<file path="src/rtl/ri_ctrl_pkg.sv">
// ri_ctrl_pkg: opcodes, ALU operation codes and FSM states shared by the R/I-type controller
package ri_ctrl_pkg;
  localparam logic [6:0] OP_R = 7'b0110011;
  localparam logic [6:0] OP_I = 7'b0010011;
  localparam logic [6:0] F7_BASE = 7'b0000000;
  localparam logic [6:0] F7_ALT = 7'b0100000;
  localparam logic [5:0] F6_SRA = 6'b010000;
  localparam logic [3:0] ALU_AND = 4'b0000;
  localparam logic [3:0] ALU_OR = 4'b0001;
  localparam logic [3:0] ALU_ADD = 4'b0010;
  localparam logic [3:0] ALU_XOR = 4'b0011;
  localparam logic [3:0] ALU_SLL = 4'b0100;
  localparam logic [3:0] ALU_SRL = 4'b0101;
  localparam logic [3:0] ALU_SUB = 4'b0110;
  localparam logic [3:0] ALU_SLT = 4'b0111;
  localparam logic [3:0] ALU_SRA = 4'b1000;
  typedef enum logic [1:0] {IDLE, DECODE, EXECUTE, WRITEBACK} state_t;
endpackage

</file>
<file path="src/rtl/ri_decoder.sv">
// ri_decoder: combinational RV64I R/I-type ALU instruction decoder
module ri_decoder
  import ri_ctrl_pkg::*;
(
  input  logic [31:0] instr,
  output logic [5:0]  rs1,
  output logic [5:0]  rs2,
  output logic [5:0]  rd,
  output logic [11:0] imm,
  output logic [3:0]  alu_co,
  output logic        alu_src,
  output logic        legal,
  output logic        add_sub
);
  logic [6:0] op;
  logic [2:0] f3;
  logic [6:0] f7;
  logic [5:0] f6;
  logic is_r, is_i, base_ok, alt;
  assign op = instr[6:0];
  assign f3 = instr[14:12];
  assign f7 = instr[31:25];
  assign f6 = instr[31:26];
  assign is_r = op == OP_R;
  assign is_i = op == OP_I;
  assign base_ok = is_i || (is_r && f7 == F7_BASE);
  assign alt = is_r ? f7 == F7_ALT : f6 == F6_SRA;
  assign rs1 = {1'b0, instr[19:15]};
  assign rs2 = is_i ? 6'd0 : {1'b0, instr[24:20]};
  assign rd = {1'b0, instr[11:7]};
  assign alu_src = is_i;
  assign imm = is_r ? 12'd0 : (f3 == 3'b001 || f3 == 3'b101) ? {6'd0, instr[25:20]} : instr[31:20];
  assign add_sub = legal && f3 == 3'b000;
  // operation code and legality per funct3, with funct7/funct6 qualifying sub, sra and the shifts
  always_comb begin
    alu_co = ALU_ADD;
    legal = 1'b0;
    case (f3)
      3'b000: begin
        alu_co = (is_r && f7 == F7_ALT) ? ALU_SUB : ALU_ADD;
        legal = base_ok || (is_r && f7 == F7_ALT);
      end
      3'b001: begin
        alu_co = ALU_SLL;
        legal = is_r ? f7 == F7_BASE : is_i && f6 == 6'd0;
      end
      3'b010: begin
        alu_co = ALU_SLT;
        legal = base_ok;
      end
      3'b100: begin
        alu_co = ALU_XOR;
        legal = base_ok;
      end
      3'b101: begin
        alu_co = alt ? ALU_SRA : ALU_SRL;
        legal = is_r ? (f7 == F7_BASE || alt) : is_i && (f6 == 6'd0 || alt);
      end
      3'b110: begin
        alu_co = ALU_OR;
        legal = base_ok;
      end
      3'b111: begin
        alu_co = ALU_AND;
        legal = base_ok;
      end
      default: legal = 1'b0;
    endcase
  end
endmodule

</file>
<file path="src/rtl/ri_multicycle_ctrl.sv">
// ri_multicycle_ctrl: four-phase controller sequencing one R/I-type ALU instruction at a time
module ri_multicycle_ctrl
  import ri_ctrl_pkg::*;
#(
  parameter int RET_W = 16,
  parameter int OVF_W = 8
) (
  input  logic             clk,
  input  logic             reset,
  input  logic [31:0]      instr,
  input  logic             instr_valid,
  output logic             instr_ready,
  input  logic             overflow,
  output logic [5:0]       register_1,
  output logic [5:0]       register_2,
  output logic [5:0]       write_register,
  output logic [11:0]      imm,
  output logic             ALUSrc,
  output logic [3:0]       ALU_CO,
  output logic             RegWrite,
  output logic             done,
  output logic             illegal,
  output logic [RET_W-1:0] retired_count,
  output logic [OVF_W-1:0] ovf_count
);
  state_t state, state_n;
  logic [31:0] instr_q;
  logic add_sub_q;
  logic [5:0] d_rs1, d_rs2, d_rd;
  logic [11:0] d_imm;
  logic [3:0] d_alu_co;
  logic d_alu_src, d_legal, d_add_sub;
  ri_decoder u_dec (
    .instr(instr_q),
    .rs1(d_rs1),
    .rs2(d_rs2),
    .rd(d_rd),
    .imm(d_imm),
    .alu_co(d_alu_co),
    .alu_src(d_alu_src),
    .legal(d_legal),
    .add_sub(d_add_sub)
  );
  assign instr_ready = state == IDLE && !reset;
  assign RegWrite = state == WRITEBACK && write_register != 6'd0;
  assign done = state == WRITEBACK;
  assign illegal = state == DECODE && !d_legal;
  // state register
  always_ff @(posedge clk or posedge reset)
    if (reset) state <= IDLE;
    else state <= state_n;
  // phase sequencing; illegal words drop straight back to IDLE from DECODE
  always_comb begin
    state_n = state;
    case (state)
      IDLE: state_n = (instr_valid && instr_ready) ? DECODE : IDLE;
      DECODE: state_n = d_legal ? EXECUTE : IDLE;
      EXECUTE: state_n = WRITEBACK;
      default: state_n = IDLE;
    endcase
  end
  // capture the instruction word on the accept edge
  always_ff @(posedge clk or posedge reset)
    if (reset) instr_q <= '0;
    else if (instr_valid && instr_ready) instr_q <= instr;
  // datapath controls are loaded only for legal words and held otherwise
  always_ff @(posedge clk or posedge reset)
    if (reset) begin
      register_1 <= '0;
      register_2 <= '0;
      write_register <= '0;
      imm <= '0;
      ALUSrc <= 1'b0;
      ALU_CO <= ALU_ADD;
      add_sub_q <= 1'b0;
    end else if (state == DECODE && d_legal) begin
      register_1 <= d_rs1;
      register_2 <= d_rs2;
      write_register <= d_rd;
      imm <= d_imm;
      ALUSrc <= d_alu_src;
      ALU_CO <= d_alu_co;
      add_sub_q <= d_add_sub;
    end
  // saturating add/sub overflow count sampled in EXECUTE, wrapping retire count in WRITEBACK
  always_ff @(posedge clk or posedge reset)
    if (reset) begin
      ovf_count <= '0;
      retired_count <= '0;
    end else begin
      if (state == EXECUTE && add_sub_q && overflow && ovf_count != '1) ovf_count <= ovf_count + OVF_W'(1);
      if (state == WRITEBACK) retired_count <= retired_count + RET_W'(1);
    end
endmodule

</file>
<file path="config.mk">
export PLATFORM = sky130hd
export DESIGN_NAME = ri_multicycle_ctrl
export DESIGN_NICKNAME = d
export VERILOG_FILES = /design/src/rtl/ri_ctrl_pkg.sv /design/src/rtl/ri_decoder.sv /design/src/rtl/ri_multicycle_ctrl.sv
export SDC_FILE = /design/constraint.sdc
export NUM_CORES = 1
export LEC_CHECK = 0
export BUFFER_PORTS_ARGS = -buffer_cell sky130_fd_sc_hd__buf_4
export CORE_MARGIN = 5
export CORE_UTILIZATION = 39
export CTS_CLUSTER_DIAMETER = 40
export DETAILED_ROUTE_END_ITERATION = 10
export GPL_ROUTABILITY_DRIVEN = 0
export PLACE_DENSITY = 0.63
export SLEW_MARGIN = 20
export SYNTH_ARGS = -nofsm -noshare
export SYNTH_HDL_FRONTEND = slang
export SYNTH_SLANG_ARGS = --single-unit
</file>
<file path="constraint.sdc">
create_clock -name clk -period 2.8 [get_ports clk]
set_input_delay 0.28 -clock clk [delete_from_list [all_inputs] [get_ports clk]]
set_output_delay 0.28 -clock clk [all_outputs]
set_load 0.1 [all_outputs]
</file>
* Yosys cells after proc, flatten, opt, wreduce, memory -nomap -nowiden
Cells that the tools add are included.
** Storage, ports and cells
- Bits of input ports :: 36
- Register bits after elaboration :: 92
** Operators by class
- $add $sub $neg :: 2
- Equal/unequal tests :: 14
- Mux-type cells :: 13
- Reductions and logical operators :: 26
** Operators with widths (number)
- 4-bit case mux with 7 select lines :: 1
- 12-bit 2-to-1 mux :: 2
- 16-bit by 1-bit adder with 16-bit output, second input constant :: 1
- 7-bit by 6-bit equality test with 1-bit output, second input constant :: 2
- 1-bit logical AND :: 13
- 3-bit equality test, second input constant :: 4
- 8-bit by 1-bit adder with 8-bit output, second input constant :: 1
- 8-bit inequality test, second input constant :: 1
- 7-bit by 5-bit equality test with 1-bit output, second input constant :: 1
- 7-bit zero test :: 1
- 6-bit by 5-bit equality test with 1-bit output, second input constant :: 1
- 6-bit zero test :: 1
- 2-bit case mux with 3 select lines :: 1
- 6-bit nonzero test :: 1
- 1-bit logical OR :: 5
- 5-bit 2-to-1 mux :: 1
- 2-bit equality test, second input constant :: 2
- 1-bit 2-to-1 mux :: 4
- 4-bit 2-to-1 mux :: 1
- 1-bit case mux with 4 select lines :: 1
- 4-bit OR reduction :: 1
- 3-bit by 1-bit equality test with 1-bit output, second input constant :: 1
- 3-bit by 2-bit equality test with 1-bit output, second input constant :: 1
- 3-bit zero test :: 1
- 5 further kinds :: 6

* Longest topological paths before layout
- Word-level depth :: 8
- Mapped depth :: 7
- Gate-level depth less buffers :: 5

* By module
From an unflattened synthesis, not the netlist that was laid out.
** Unflattened totals
- Cell total of the unflattened synthesis :: 320
- Area total of the unflattened synthesis :: 4230.3 um2
** By module, submodules not included
- ri_multicycle_ctrl :: times used 1, area each 3776.1 um2, cells an instance 255
- ri_decoder :: times used 1, area each 454.2 um2, cells an instance 65

* Least setup slack after synthesis
No wires, ideal clock.
- Path kind :: register -> register
- Start :: reg state[1]
- End :: reg instr_q[0]
- Library setup time :: 0.125 ns
- Cell stages (with the launch flop) :: 6
- Buffers on the path :: 2
- Path slack :: -1.072 ns
- Data required time :: 2.675 ns
- Arrival :: 3.748 ns
- Cells stage by stage :: dfrtp_1 > nor3_1 > and2_1 > clkbuf_1 > clkbuf_1 > mux2_2
** On the way
- Word-level cells in the longest chain between the ends :: 3
** Ends and longest elaborated chain
- from (decl) :: line ri_multicycle_ctrl.sv:26 : state_t state, state_n;
- from (signal assigned) :: line ri_multicycle_ctrl.sv:51 : else state <= state_n;
- 2-bit zero test :: line ri_multicycle_ctrl.sv:44 : assign instr_ready = state == IDLE && !reset;
- 1-bit logical AND :: line ri_multicycle_ctrl.sv:44
- via instr_ready :: line ri_multicycle_ctrl.sv:12 : output logic instr_ready,
- 1-bit logical AND :: line ri_multicycle_ctrl.sv:65 : else if (instr_valid && instr_ready) instr_q <= instr;
- to (signal assigned) :: line ri_multicycle_ctrl.sv:65
- to (decl) :: line ri_multicycle_ctrl.sv:27 : logic [31:0] instr_q;
The timed path passes the listed nets, and every way through them passes these cells.
A chain may end at the register's enable or synchronous reset.

* Worst setup path after layout
- Start :: reg instr_q[3]
- End :: out illegal
** On the way
- Word-level cells in the longest chain between the ends :: 8
- Elaborated cells between the ends (all ways) :: 16
- Classes of those cells :: 2 x eq/ne; 4 x mux; 10 x reduce/logical
** Ends and longest elaborated chain
- 7-bit by 6-bit equality test with 1-bit output :: line ri_decoder.sv:24 : assign is_r = op == OP_R;
- 1-bit 2-to-1 mux :: line ri_decoder.sv:27 : assign alt = is_r ? f7 == F7_ALT : f6 == F6_SRA;
- 1-bit logical OR :: line ri_decoder.sv:57 : legal = is_r ? (f7 == F7_BASE || alt) : is_i && (f6 == 6'd0 || alt);
- 1-bit logical AND :: line ri_decoder.sv:57
- 1-bit 2-to-1 mux :: line ri_decoder.sv:57
- 1-bit case mux with 4 select lines * :: line ri_decoder.sv:38 : case (f3)
- 1-bit zero test * :: line ri_multicycle_ctrl.sv:47 : assign illegal = state == DECODE && !d_legal;
- 1-bit logical AND * :: line ri_multicycle_ctrl.sv:47
- to (decl) :: line ri_multicycle_ctrl.sv:22 : output logic illegal,
Mark *: on every way between the ends. The rest lies on a longest branch, timed or not.

==> flow_summary.yaml <==
clock_network:
  cts_resized: 0
  clockBufferDepth: 2
  postCtsHoldBufs: 0
  cts_setup_buffers: 0
  cts.sinks: 91
  h-tree-depth: 3
  clkLatencyLatePin_ns: 0.35
  cts_tree: "built"
  root_buffer: "clkbuf_8"
  numCtsBuffers: 9
  clk_pin_slew_ns: 0.09
pwr:
  power.leakage_nw: 2.37
  total_power_mw: 3.04
  ir_worst_vdd_mv: 0.281
  p_per_area_nw_per_um2: 612
sta:
  skew_ns: 0.0100
  fin_tns_setup_ns: 0
  min_period_over_period_pct: 90.6
  post-route-min-period_ns: 2.54
  fmax_ghz: 0.394
  maxSlewViolCount: 0
  hold_ws_ns: 0.0292
  setup_slack_ns: 0.263
  worst-slew-pin-transition_ns: 0.681
  setup_viol: 0
  rsz0062_at_grt: "false"
  slew_headroom_pct: 54.5
  hold_viol_final: 0
drt:
  wl_um: 8170
  drt_iter0_markers: 106
  vias_per_cell: 4.73
  vias: 2606
  drcViolationCount: 0
  wl_per_cell_um: 14.8
  ant_nets: 0
  first_pass_iters: 4
die:
  initial_utilization_pct: 40.2
  die_w_um: 110
  rows: 36
  ioPinCount: 99
  die_y_um: 110
  die_area_um2: 12200
  core_area_um2: 9770
synth:
  synth-edff-count: 0
  synth_seq_cells: 91
  synth.cell_area_um2: 3930
  synth_async_sr_flop_share_pct: 100
  syn-instance-count: 314
  yosysSeqAreaShare_pct: 58.0
  synth_flop_cell: "dfrtp_1"
  synth_area_per_cell_um2: 12.5
  ys_types: 40
  ys_warn_count: 0
finish:
  num_antenna_cells: 0
  area_growth_pct: 26.6
  finalNetCount: 451
  utilization_pct: 50.9
  drive_gt1_share_pct: 40.2
  fin_area_um2: 4970
  fin_cells: 551
  fillers: 918
critical_path:
  crit_required_ns: 2.52
  end_kind: "primary output"
  path_max_fanout: 5
  cp-start-kind: "register"
  path_class: "reg2out"
  worstPathArrival_ns: 2.26
placement:
  pre_cts_ws_ns: 0.437
  io_buffers: 95
  place_inst: 535
  dpl.hpwl_um: 6040
  placed_area_um2: 4800
global_routing:
  grt_pass1_wl_um: 13300
  first_global_vias: 2643
  globalRouteTotalUtil_pct: 14.3
  grt-ovfl-total: 0
  grt_max_degree: 55
  antenna_found_initial: 0
flow_run:
  maxCapViolations: 0
worst_hold_path:
  hold_class: "in2async"
status:
  status: "completed"
## flip-flops by register name (all words and copies together) (netlist names)
register,cells
ovf_count,8
add_sub_q,1
instr_q,32
register_1,5
imm,12
write_register,5
register_2,5
retired_count,16
ALU_CO,4
ALUSrc,1
state,2
## cells in the mapped netlist (all sizes together), types with 2 or more instances
cell type	n	area [um^2]
and2	3	18.8
and3b	3	26.3
a31oi	2	12.5
inv	23	86.3
and4	2	17.5
or4	2	15.0
dfrtp	90	2250
and3	3	18.8
nand2b	6	37.5
xnor2	17	149
xor2	5	43.8
ha	2	25.0
a21oi	3	26.3
nand2	31	116
nor3	4	20.0
clkbuf	7	26.3
buf	7	61.3
o22ai	2	12.5
nor2	7	26.3
o21ai	2	10.0
mux2	46	518
nand3	8	40.0
nand4	6	37.5
mux2i	20	200
## final timing paths
kind                                               start                             to  slack, ns  cells after the start
max                               instr_q[3]$_DFFE_PP0P_                        illegal       0.26                      5
min                                                reset       ovf_count[3]$_DFFE_PP0P_       0.03                      2
max reg2reg                       instr_q[3]$_DFFE_PP0P_      register_1[2]$_DFFE_PP0P_       0.43                      6
min reg2reg                retired_count[15]$_DFFE_PP0P_  retired_count[15]$_DFFE_PP0P_       0.48                      1
max in group asynchronous                          reset          ALU_CO[1]$_DFFE_PP1P_       2.02                      3
min in group clk                               instr[12]        instr_q[12]$_DFFE_PP0P_       0.16                      2
## final cells by class
| cell class | count | area, um^2 | area share (%) |
|---|---|---|---|
| Inverter | 23 | 87.6 | 1.76 |
| Clock inverter | 6 | 42.5 | 0.856 |
| Multi-Input combinational cell | 188 | 1490 | 30.0 |
| Sequential cell | 91 | 2280 | 45.8 |
| Clock buffer | 10 | 128 | 2.57 |
| Timing Repair Buffer | 100 | 776 | 15.6 |
| Tap cell | 133 | 166 | 3.35 |
## report_power, final
part / switching (mW) / leakage [nW] / internal, mW
clock: 0.464 / 0.0705 / 0.321
sequential: 0.106 / 1.19 / 1.44
combinational: 0.478 / 1.11 / 0.228
total: 1.05 / 2.37 / 1.99
## worst max-delay path, cell delays in order (launching register included)
cell,delay [ns]
dfrtp_1,0.38
and4bb_2,0.32
and3b_1,0.26
or4b_4,0.51
and3b_1,0.20
buf_4,0.24
## cells in the final DEF, fill, tap and decap left out, drive strengths merged, types with 2 or more instances in the layout
cell type  count
and3           3
mux2          46
clkinv         2
or4            2
clkbuf        10
and4           2
and3b          3
a31oi          2
nand2b         6
buf          100
nand2         31
nor3           4
inv           22
nor2           7
ha             2
and2           3
a21oi          3
o21ai          2
nand4          6
nand3          8
mux2i         20
xor2           5
conb           3
xnor2         17
dfrtp         90
o22ai          2
clkinvlp       5
## metal layers
| layer | GRT usage, % | wire length (um) |
|---|---|---|
| met5 | 0 | 0 |
| met2 | 22.1 | 3920 |
| met1 | 19.7 | 3800 |
| met3 | 2.91 | 382 |
| met4 | 5.80 | 74 |
## kinds of logic after synthesis
logic type	count (synthesis)	share of synthesized area, %
DFF	91	58.0
other	1	0.0955
adders and majority gates	2	0.637
muxes	66	18.3
xor gates and xnor gates	22	4.91
and+or+nand+nor	79	10.6
AOI/OAI and AO/OA	16	3.03
buffers and inverters	37	4.43
Note: power is estimated with default switching activity, not from simulation.
